$ cat src/rtl/accu_pkg.sv
// Shared types and sizing helpers for the accumulator datapath.
package accu_pkg;

    // The sum width that holds N samples of W bits without overflow.
    function automatic int unsigned sum_width(input int unsigned w, input int unsigned n);
        return w + $clog2(n);
    endfunction

    typedef enum logic {
        OUT_EMPTY = 1'b0,
        OUT_FULL  = 1'b1
    } out_state_e;

endpackage

$ cat src/rtl/accu_out_reg.sv
// One-entry valid/ready holding register for a {data,count} result.
module accu_out_reg
    import accu_pkg::*;
#(
    parameter int unsigned DW = 19,
    parameter int unsigned CW = 4
) (
    input  logic          clk,
    input  logic          rst,
    input  logic          load,
    input  logic [DW-1:0] load_data,
    input  logic [CW-1:0] load_count,
    input  logic          out_ready,
    output logic          out_valid,
    output logic [DW-1:0] out_data,
    output logic [CW-1:0] out_count,
    output logic          slot_free_c
);

    out_state_e state_q;
    out_state_e state_d;

    always_ff @(posedge clk or negedge rst) begin
        if (!rst) begin
            state_q <= OUT_EMPTY;
        end else begin
            state_q <= state_d;
        end
    end

    // A load always lands in FULL; consuming without a load empties the slot.
    always_comb begin
        state_d = state_q;
        case (state_q)
            OUT_EMPTY: begin
                if (load) state_d = OUT_FULL;
            end
            OUT_FULL: begin
                if (!load && out_ready) state_d = OUT_EMPTY;
            end
        endcase
    end

    // Payload only changes on load, so it stays stable through a stall.
    always_ff @(posedge clk or negedge rst) begin
        if (!rst) begin
            out_data  <= '0;
            out_count <= '0;
        end else if (load) begin
            out_data  <= load_data;
            out_count <= load_count;
        end
    end

    assign out_valid   = (state_q == OUT_FULL);
    assign slot_free_c = (state_q == OUT_EMPTY) || out_ready;

endmodule

$ cat src/rtl/accu_dump.sv
// Accumulate-and-dump decimator: sums N accepted samples per window,
// with an early flush of a partial window.
module accu_dump
    import accu_pkg::*;
#(
    parameter int unsigned W    = 16,
    parameter int unsigned N    = 8,
    localparam int unsigned OW  = sum_width(W, N),
    localparam int unsigned CW  = $clog2(N + 1)
) (
    input  logic          clk,
    input  logic          rst,
    input  logic          in_valid,
    output logic          in_ready,
    input  logic [W-1:0]  in_data,
    input  logic          flush,
    output logic          out_valid,
    input  logic          out_ready,
    output logic [OW-1:0] out_data,
    output logic [CW-1:0] out_count
);

    logic [OW-1:0] acc_q;
    logic [OW-1:0] acc_d;
    logic [CW-1:0] cnt_q;
    logic [CW-1:0] cnt_d;
    logic          pend_q;
    logic          pend_d;

    logic          slot_free_c;
    logic          last_c;
    logic          accept_c;
    logic          flush_req_c;
    logic          dump_full_c;
    logic          dump_flush_c;
    logic          load_c;
    logic [OW-1:0] add_c;
    logic [OW-1:0] load_data_c;
    logic [CW-1:0] load_count_c;

    always_ff @(posedge clk or negedge rst) begin
        if (!rst) begin
            acc_q  <= '0;
            cnt_q  <= '0;
            pend_q <= 1'b0;
        end else begin
            acc_q  <= acc_d;
            cnt_q  <= cnt_d;
            pend_q <= pend_d;
        end
    end

    // Only the last sample of a window waits for the output slot.
    always_comb begin
        acc_d        = acc_q;
        cnt_d        = cnt_q;
        pend_d       = pend_q;
        last_c       = (cnt_q == CW'(N - 1));
        in_ready     = !(last_c && !slot_free_c);
        accept_c     = in_valid && in_ready;
        add_c        = accept_c ? OW'(in_data) : '0;
        flush_req_c  = (flush || pend_q) && (cnt_q != '0);
        dump_full_c  = accept_c && last_c;
        dump_flush_c = flush_req_c && slot_free_c && !dump_full_c;
        load_c       = dump_full_c || dump_flush_c;
        load_data_c  = acc_q + add_c;
        load_count_c = cnt_q + CW'(accept_c);

        if (load_c) begin
            acc_d  = '0;
            cnt_d  = '0;
            pend_d = 1'b0;
        end else begin
            if (accept_c) begin
                acc_d = load_data_c;
                cnt_d = load_count_c;
            end
            // A blocked flush is remembered and retried every cycle.
            if (flush_req_c) pend_d = 1'b1;
        end
    end

    accu_out_reg #(
        .DW (OW),
        .CW (CW)
    ) u_out_reg (
        .clk         (clk),
        .rst         (rst),
        .load        (load_c),
        .load_data   (load_data_c),
        .load_count  (load_count_c),
        .out_ready   (out_ready),
        .out_valid   (out_valid),
        .out_data    (out_data),
        .out_count   (out_count),
        .slot_free_c (slot_free_c)
    );

endmodule

$ cat config.mk
export PLATFORM = sky130hd
export DESIGN_NAME = accu_dump
export DESIGN_NICKNAME = d
export VERILOG_FILES = /design/src/rtl/accu_pkg.sv /design/src/rtl/accu_out_reg.sv /design/src/rtl/accu_dump.sv
export SDC_FILE = /design/constraint.sdc
export NUM_CORES = 1
export LEC_CHECK = 0
export ABC_CLOCK_PERIOD_IN_PS = 3300
export BUFFER_PORTS_ARGS = -buffer_cell sky130_fd_sc_hd__buf_2
export CORE_ASPECT_RATIO = 1.4
export CORE_MARGIN = 2
export CORE_UTILIZATION = 40
export DETAILED_ROUTE_END_ITERATION = 7
export GPL_TIMING_DRIVEN = 0
export PLACE_DENSITY = 0.74
export SYNTH_ARGS = -nofsm -noshare
export SYNTH_HDL_FRONTEND = slang
export SYNTH_SLANG_ARGS = --single-unit
$ cat constraint.sdc
create_clock -name clk -period 3.3 [get_ports clk]
set_input_delay 0.165 -clock clk [delete_from_list [all_inputs] [get_ports clk]]
set_output_delay 0.165 -clock clk [all_outputs]
set_load 0.05 [all_outputs]
==> results of run 1 <==
[per-stage QoR]
step	util (%)	setup TNS, ps
2_1_floorplan	-	0
3_3_place_gp	47.0	-2520
3_5_place_dp	47.0	-2980
4_1_cts	49.2	0
5_1_grt	50.8	-175
6_report	50.8	0
[Yosys cell counts (all sizes together), types with 2 or more instances]
cell | number | area [µm²]
nand2 | 63 | 236
dfrtp | 48 | 1200
a21oi | 27 | 135
o21ai | 24 | 124
nor2 | 20 | 75.1
ha | 18 | 225
and3 | 16 | 101
nand3 | 14 | 70.1
clkbuf | 11 | 42.5
inv | 8 | 30.0
xor2 | 8 | 70.1
a211oi | 7 | 57.6
or3 | 7 | 45.1
a21o | 6 | 47.6
a31oi | 5 | 31.3
nor4 | 5 | 31.3
xnor2 | 5 | 43.8
buf | 4 | 20.0
nand4 | 4 | 25.0
nor3 | 4 | 20.0
o21a | 4 | 30.0
o211ai | 3 | 22.5
and2 | 2 | 12.5
nand2b | 2 | 12.5
o221ai | 2 | 17.5
or2 | 2 | 12.5
or4 | 2 | 15.0
[area by class of cell]
cell class	count	share of cell area (%)
Sequential cell	48	33.7
Inverter	9	1.16
Clock inverter	1	0.210
Clock buffer	7	2.42
Multi-Input combinational cell	266	47.9
Timing Repair Buffer	57	8.84
Tap cell	95	3.33
Buffer	14	2.42
[where the power goes]
part	internal, W	switching [W]
Sequential	0.000835	0.000139
Combinational	0.000613	0.00131
Clock	0.000171	0.000204
[worst register-to-register path: cells and delay by family (launching register included)]
kind	cells	cell delay (ps)
DFF	1	390
and+or+nand+nor	6	1410
AOI/OAI and AO/OA	3	710
buffers and inverters	2	320
adders and majority gates	1	350
[timing repair]
action	in CTS	in global routing
pin swaps	4	11
resized for setup	8	14
endpoints found under the setup margin	20	9
buffers inserted	6	6
[registers in the layout, indices dropped and copies added (netlist names)]
name and count:
acc_q 19, cnt_q 4, pend_q 1, u_out_reg.out_count 4, u_out_reg.out_data 19, u_out_reg.out_valid 1
[routing by layer]
layer | GRT usage [%] | part of all wire, %
met5 | 0 | 0
met4 | 7.66 | 2.4
met3 | 2.33 | 3.7
met2 | 34.5 | 52
met1 | 23.6 | 42
[cells by family (layout without fill, tap and decap cells)]
kind of cell	count (synthesis)	after routing	share of synthesized area [%]
buffers and inverters	24	88	3.31
and+or+nand+nor	146	146	24.0
xor gates and xnor gates	13	13	3.91
adders and majority gates	19	19	8.42
AOI/OAI and AO/OA	87	87	18.8
DFF	48	48	41.2
muxes	1	1	0.344
[final timing paths]
check	from	end	slack (ps)	depth (start not counted)
max	cnt_q[3]	u_out_reg.out_data[18]	30	12
min	rst	u_out_reg.out_data[8]	60	1
max reg2reg	cnt_q[3]	u_out_reg.out_data[18]	30	12
min reg2reg	u_out_reg.out_data[6]	u_out_reg.out_data[6]	470	2
max in group asynchronous	rst	u_out_reg.out_valid	2510	1
min in group clk	out_ready	u_out_reg.out_valid	180	3
[cells in the final DEF, fill, tap and decap left out, types with 13 or more instances in the layout]
| cell | netlist | final |
|---|---|---|
| nand2_1 | 63 | 60 |
| dfrtp_1 | 48 | 47 |
| buf_2 | 1 | 46 |
| a21oi_1 | 27 | 27 |
| o21ai_0 | 23 | 22 |
| nor2_1 | 20 | 20 |
| ha_1 | 18 | 17 |
| and3_1 | 15 | 14 |
| nand3_1 | 14 | 14 |
| buf_4 | 1 | 13 |
==> flow_summary.toml, run 1 <==
[floorplanning]
dieArea_um2 = 7990
die_y_um = 105
rows = 36
core_area_um2 = 7030
initial_core_util_pct = 41.5
die_w_um = 76.1
pin_count = 46

[power_and_ir_drop]
irDropWorstVdd_uv = 570
powerDensity_nw_per_um2 = 916
power_w = 0.00327
power.leakage_nw = 1.77

[placed_design]
dp_slack_ps = -429
place_area_um2 = 3300
placed_cells = 478
port_buffers = 45
gp_congestion = 0.980
place_hpwl_um = 5560

[route]
drt_iter0_drc = 155
ant_nets = 0
via_count = 2712
wl_um = 7670
via_per_inst = 5.46
avgRoutedWirePerCell_um = 15.4
post-route-drc-count = 0
drt_pass1_iterations = 4

[timing]
relSlewSlack_pct = 26.8
drv_slew = 0
worst_pin_slew_ps = 1100
setup_slack_ps = 27.4
max_freq_mhz = 306
holdWs_ps = 65.0
finalCritPeriodShare_pct = 99.2
setup_violations = 0
rsz0062_at_grt = "yes"
timing_hold_violations_final = 0
fin_worst_skew_ps = 7.84
min_period_ps = 3270

[logic_synthesis]
synth_area_um2 = 2910
synth_cells = 338
ys_ff_latch = 48
synth_edf_count = 0
synth_area_per_cell_um2 = 8.62
ys_seq_area_share_pct = 41.2
synthFlopType = "dfrtp_1"
synthArstFlopShare_pct = 100
yosys_warnings = 0
synthesis.nets = 378
synthDistinctLibCells = 52

[worst_setup_path]
cp_common_cell = "or3_4"
path_cells = "and4b_2 > nand2_4 > clkbuf_16 > buf_4 > and3_1 > ha_1 > o21ai_0 > nor2_1 > o31a_1 > or3_4 > or3_4 > a32o_1"
end_kind = "flip-flop"
cp_num_buf_inv = 2
cp-start-kind = "flip-flop"
max_stage_delay_ps = 390
slowest_stage = "dfrtp_1"
critPathRequiredTime_ps = 3500
arrival_ps = 3470
cp_max_fo = 7
critPathTopFamily = "simple AND/OR/NAND/NOR gates"
worstSetupPathType = "reg -> reg"

[final_layout]
regArea_um2 = 1200
multiInputGateArea_um2 = 1710
diodes = 0
fin_area_um2 = 3570
num-fill-cells = 691
stdcell_count = 497
num-nets-final = 441
layout-drive-gt1-share_pct = 24.1
synthToLayoutAreaGrowth_pct = 22.5

[flow_run]
maxCapViolations = 0

[cts]
clockBufferDepth = 2
tritoncts = "yes"
cts.sinks = 48
cts_made_buffers = 5
clk_pin_slew_worst_paths_ps = 90
cts-root-buf = "clkbuf_8"
insertion_delay_ps = 300
hold_buffers = 0
htreeDepth = 2

[global_route]
grt-ovfl-total = 0
antenna_found_initial = 0
grt_max_degree = 49
grtUsageTotal_pct = 19.3
grt_pass1_vias = 2641
grt_pass1_wl_um = 12600

[min_path]
hp-class = "in -> async"

[status]
outcome = "finished clean"
(Power assumes the default switching activity.)
==> inputs of run 2 (changes only) <==
RECOVER_POWER = 100   (was not set)
==> flow_summary.toml, run 2 (synthesis gave the netlist of run 1 again) <==
[route]
ant_nets = 0
post-route-drc-count = 0
met3_length_um = 271
dr.max_layer_used = "met4"
avgRoutedWirePerCell_um = 15.6
drt_iter0_drc = 140
drt_pass1_iterations = 4
via_per_inst = 5.50
via_count = 2733
wl_um = 7730
met2_length_um = 3970
wl_met1_um = 3320

[final_layout]
multiInputGateArea_um2 = 1710
final_cell_mix = "nand2_1, dfrtp_1, clkbuf_1"
synthToLayoutAreaGrowth_pct = 21.3
diodes = 0
regArea_um2 = 1200
layout_commonest_cell = "nand2_1"
layout-drive-gt1-share_pct = 17.4
stdcell_count = 497
reg_top3 = "acc_q (19), u_out_reg.out_data (19)"
num-nets-final = 441
num-fill-cells = 706

[floorplanning]
pin_count = 46
dieArea_um2 = 7990
die_y_um = 105
rows = 36
initial_core_util_pct = 41.5
core_area_um2 = 7030
die_w_um = 76.1

[cts]
cts.sinks = 48
hold_buffers = 0
clockBufferDepth = 2
clk_pin_slew_worst_paths_ps = 90
tritoncts = "yes"
insertion_delay_ps = 310
htreeDepth = 2
cts-root-buf = "clkbuf_8"
cts_made_buffers = 5

[worst_setup_path]
worstSetupPathType = "reg -> reg"
cp-start-kind = "flip-flop"
cp_max_fo = 7
critPathRequiredTime_ps = 3510
reg2reg_setup_slack_ps = 30
cp_common_cell = "or3_4"
cp_num_buf_inv = 2
r2r-start = "cnt_q[3]"
path_cells = "and4b_2 > nand2_4 > clkbuf_16 > buf_4 > and3_1 > ha_1 > o21ai_0 > nor2_1 > o31a_1 > or3_4 > or3_4 > a32o_1"
r2r_cells = 12
arrival_ps = 3480
max_stage_delay_ps = 390
end_kind = "flip-flop"
slowest_stage = "dfrtp_1"
rr_endpoint = "u_out_reg.out_data[18]"
critPathTopFamily = "simple AND/OR/NAND/NOR gates"

[timing]
worst_pin_slew_ps = 2630
setup_violations = 0
rsz0062_at_grt = "yes"
relSlewSlack_pct = -75.6
tns_ps = 0
min_period_ps = 3270
holdWs_ps = 179
drv_slew = 49
setup_slack_ps = 28.4
finalCritPeriodShare_pct = 99.1
max_freq_mhz = 306
fin_worst_skew_ps = 8.69
timing_hold_violations_final = 0

[min_path]
min_path_cells = 3
min_to = "u_out_reg.out_valid"
min_from = "out_ready"
hp-class = "in -> reg"

[global_route]
grtUsageTotal_pct = 19.3
grt-ovfl-total = 0
antenna_found_initial = 0
grt_max_degree = 49
grt_pass1_vias = 2641
grt_pass1_wl_um = 12600

[placed_design]
dp_slack_ps = -429
gp_congestion = 0.980
place_hpwl_um = 5560
port_buffers = 45
placed_cells = 478

[flow_run]
maxCapViolations = 1

[status]
failed_checks = "max-capacitance violations, max-slew violations"
outcome = "finished, violations left"

[power_and_ir_drop]
irDropWorstVdd_uv = 565
power.leakage_nw = 1.67
powerDensity_nw_per_um2 = 917
run 2: changes by cell type in the layout (fill, tap and decap cells not counted), sizes merged:
cell,previous run,this run
clkbuf,16,44
buf,62,34
run 2: area by class of cell:
type                            count  area share, %
Sequential cell                    48           34.0
Inverter                            9           1.17
Buffer                             14           2.44
Clock inverter                      1          0.213
Tap cell                           95           3.37
Clock buffer                        7           2.44
Timing Repair Buffer               57           7.90
Multi-Input combinational cell    266           48.4
run 2: worst max path at each step:
stage	startpoint	to	slack [ps]	cells past startpoint
after floorplan	u_out_reg.out_valid	u_out_reg.out_data[18]	30	14
after global placement	cnt_q[3]	u_out_reg.out_data[18]	-390	14
after detailed placement	cnt_q[3]	u_out_reg.out_data[18]	-430	14
after CTS	cnt_q[3]	u_out_reg.out_data[18]	8	13
after global routing	cnt_q[3]	u_out_reg.out_data[18]	-60	13
final	cnt_q[3]	u_out_reg.out_data[18]	30	12
run 2: through the flow:
| stage | utilization, % | total power, W | cell area (µm²) |
|---|---|---|---|
| floorplan | - | 0.00236 | 2960 |
| global placement | 47.0 | 0.00277 | 3300 |
| detailed placement | 47.0 | 0.00282 | 3300 |
| CTS | 49.2 | 0.00321 | 3460 |
| global route | 50.3 | 0.00350 | 3530 |
| finish | 50.3 | 0.00324 | 3530 |
run 2: worst register-to-register path: cells and delay by family (launching register included):
family,cells,cell delay (ps)
simple gates,6,1410
compound gates,3,710
flops,1,390
fa+ha+maj,1,350
buf+inv,2,320
run 2: where the power goes:
group / internal, W / switching, W
clock network: 0.000171 / 0.000206
registers: 0.000835 / 0.000141
logic: 0.000577 / 0.00131
run 2: timing repair:
item	4_1_cts	5_1_grt
setup endpoints to repair	20	9
buffers inserted	6	6
pin swaps	4	11
resized for setup	8	14
run 2: routing by layer:
metal  vias to the layer above  track usage, %
li1                       1340               -
met1                      1320            23.6
met2                        62            34.5
met3                        11            2.33
met4                         0            7.66
met5                         -               0
==> inputs of run 3 (changes only) <==
ABC_AREA = 1   (was not set)
CORE_UTILIZATION = 35   (was 40)
PLACE_DENSITY = 0.67   (was 0.74)
==> flow_summary.toml, run 3 <==
[cts]
cts-root-buf = "clkbuf_16"
hold_buffers = 0
htreeDepth = 2
clk_pin_slew_worst_paths_ps = 70
cts.sinks = 48
tritoncts = "yes"
postCtsSetupBuffers = 0
insertion_delay_ps = 290
cts_resized = 0
clockBufferDepth = 2
cts_made_buffers = 5

[logic_synthesis]
synth.most_common_cell = "nand2_1"
ys_seq_area_share_pct = 39.6
synth_edf_count = 0
synth_area_per_cell_um2 = 6.94
yosys_warnings = 0
synth_area_um2 = 3030
ys_ff_latch = 48
synthArstFlopShare_pct = 100
synthFlopType = "dfrtp_1"
synthDistinctLibCells = 24
synth_cells = 437
synth_top_area_cell = "dfrtp_1"
synthTopCellsByCount = "nand2_1, inv_1, dfrtp_1"
synthesis.nets = 477
ys_top_cells_by_area = "dfrtp_1, nand2_1, ha_1"
yosysTopAreaCellShare_pct = 39.6

[worst_setup_path]
worstSetupPathType = "reg -> reg"
arrival_ps = 3100
rr_endpoint = "u_out_reg.out_data[12]"
critPathRequiredTime_ps = 3480
end_kind = "flip-flop"
startpoint = "cnt_q[2]"
cp-start-kind = "flip-flop"
r2r-start = "cnt_q[2]"
reg2reg_setup_slack_ps = 380
cp_max_fo = 18
r2r_cells = 18

[placed_design]
place_hpwl_um = 5930
port_buffers = 45
place_area_um2 = 3390
gp_congestion = 0.889

[final_layout]
multiInputGateArea_um2 = 1580
layout_commonest_cell = "nand2_1"
synthToLayoutAreaGrowth_pct = 14.8
diodes = 0
num-nets-final = 528
reg_top3 = "acc_q (19), u_out_reg.out_data (19)"
num-fill-cells = 939
fin_area_um2 = 3480
final_cell_mix = "nand2_1, inv_1, dfrtp_1"
regArea_um2 = 1200
layout-drive-gt1-share_pct = 6.75
fin_util_pct = 40.9

[route]
drt_iter0_drc = 128
via_per_inst = 4.80
avgRoutedWirePerCell_um = 12.9
via_count = 2851
ant_nets = 0
wl_um = 7680
post-route-drc-count = 0
drt_pass1_iterations = 5

[floorplanning]
die_w_um = 82.7
die_y_um = 114
pin_count = 46
dieArea_um2 = 9440
initial_core_util_pct = 35.7
rows = 40
core_area_um2 = 8510

[global_route]
grt_max_degree = 49
grt_pass1_vias = 2836
antenna_found_initial = 0
grt-ovfl-total = 0
grtUsageTotal_pct = 17.6
grt_pass1_wl_um = 12900

[power_and_ir_drop]
powerDensity_nw_per_um2 = 886
power_w = 0.00309
p_switching_w = 0.00157
irDropWorstVdd_uv = 477
power_frac_seq_pct = 30.4
share_clk_of_total_power_pct = 17.0
comb_power_share_pct = 52.5
power.leakage_nw = 1.97
swShare_pct = 50.9
power.internal_w = 0.00152

[min_path]
hp-class = "in -> reg"
min_from = "out_ready"
min_path_cells = 2
min_to = "u_out_reg.out_valid"

[status]
failed_checks = "max-capacitance violations, max-slew violations"
outcome = "finished, violations left"

[timing]
min_period_ps = 2920
holdWs_ps = 82.6
setup_violations = 0
rsz0062_at_grt = "no"
finalCritPeriodShare_pct = 88.4
fin_worst_skew_ps = 5.07
tns_ps = 0
timing_hold_violations_final = 0
worst_pin_slew_ps = 2660
drv_slew = 49
max_freq_mhz = 343
relSlewSlack_pct = -77.6

[flow_run]
maxCapViolations = 1
==> run 3: kinds of logic after synthesis <==
logic type      count (synthesis)  synth area share [%]
compound gates                 27                  4.91
fa+ha+maj                      19                  8.08
flops                          48                  39.6
buf+inv                        61                  7.96
xor+xnor                        7                  2.02
simple gates                  275                  37.4
==> run 3: critical path, cell delays in order, from the launching register on <==
cell and delay [ps]:
dfrtp_1 420, nand3_1 110, nor2_1 60, nand2_1 90, nand2_2 260, nor2_1 190, ha_1 250, inv_1 70
fa_1 410, inv_1 120, nand3_1 70, nand3_1 120, nand2_1 60, nand2_1 160, nand2_1 100, nand2_1 70
nand2_1 70, nand3_1 100, nand2_1 70
==> run 3: how the worst max path moves through the flow <==
stage	to	slack, ps
CTS	u_out_reg.out_data[12]	160
global route	u_out_reg.out_data[16]	90
finish	u_out_reg.out_data[12]	380
detailed placement	u_out_reg.out_data[12]	190
global placement	u_out_reg.out_data[12]	250
floorplan	u_out_reg.out_data[12]	170
==> run 3: final cells by class <==
type | count | share of cell area [%]
timing repair buffer | 45 | 5.53
clock buffer | 5 | 3.59
tap | 105 | 3.77
inverter | 52 | 5.61
buffer | 8 | 1.01
sequential | 48 | 34.5
multi-input combinational | 328 | 45.3
clock inverter | 3 | 0.683
==> run 3: power groups by stage <==
stage / clock (W) / sequential, W / combinational, W
after floorplan: 0 / 0.00133 / 0.000866
after global placement: 0 / 0.000941 / 0.00167
after detailed placement: 0 / 0.000947 / 0.00170
after CTS: 0.000532 / 0.000937 / 0.00171
after global routing: 0.000556 / 0.000967 / 0.00181
final: 0.000525 / 0.000939 / 0.00162
==> run 3: stage by stage <==
stage                     setup WS (ps)  instances
after detailed placement            186        587
after global placement              248        587
final                               384        594
after CTS                           164        595
after global routing               92.6        594
after floorplan                     171        437
==> run 3: metal layers <==
metal	track usage (%)	vias to the layer above	share of wire (%)
li1	-	1463	-
met1	21.4	1324	44
met2	31.9	56	51
met3	2.52	8	3.7
met4	4.70	0	1.2
met5	0	-	0
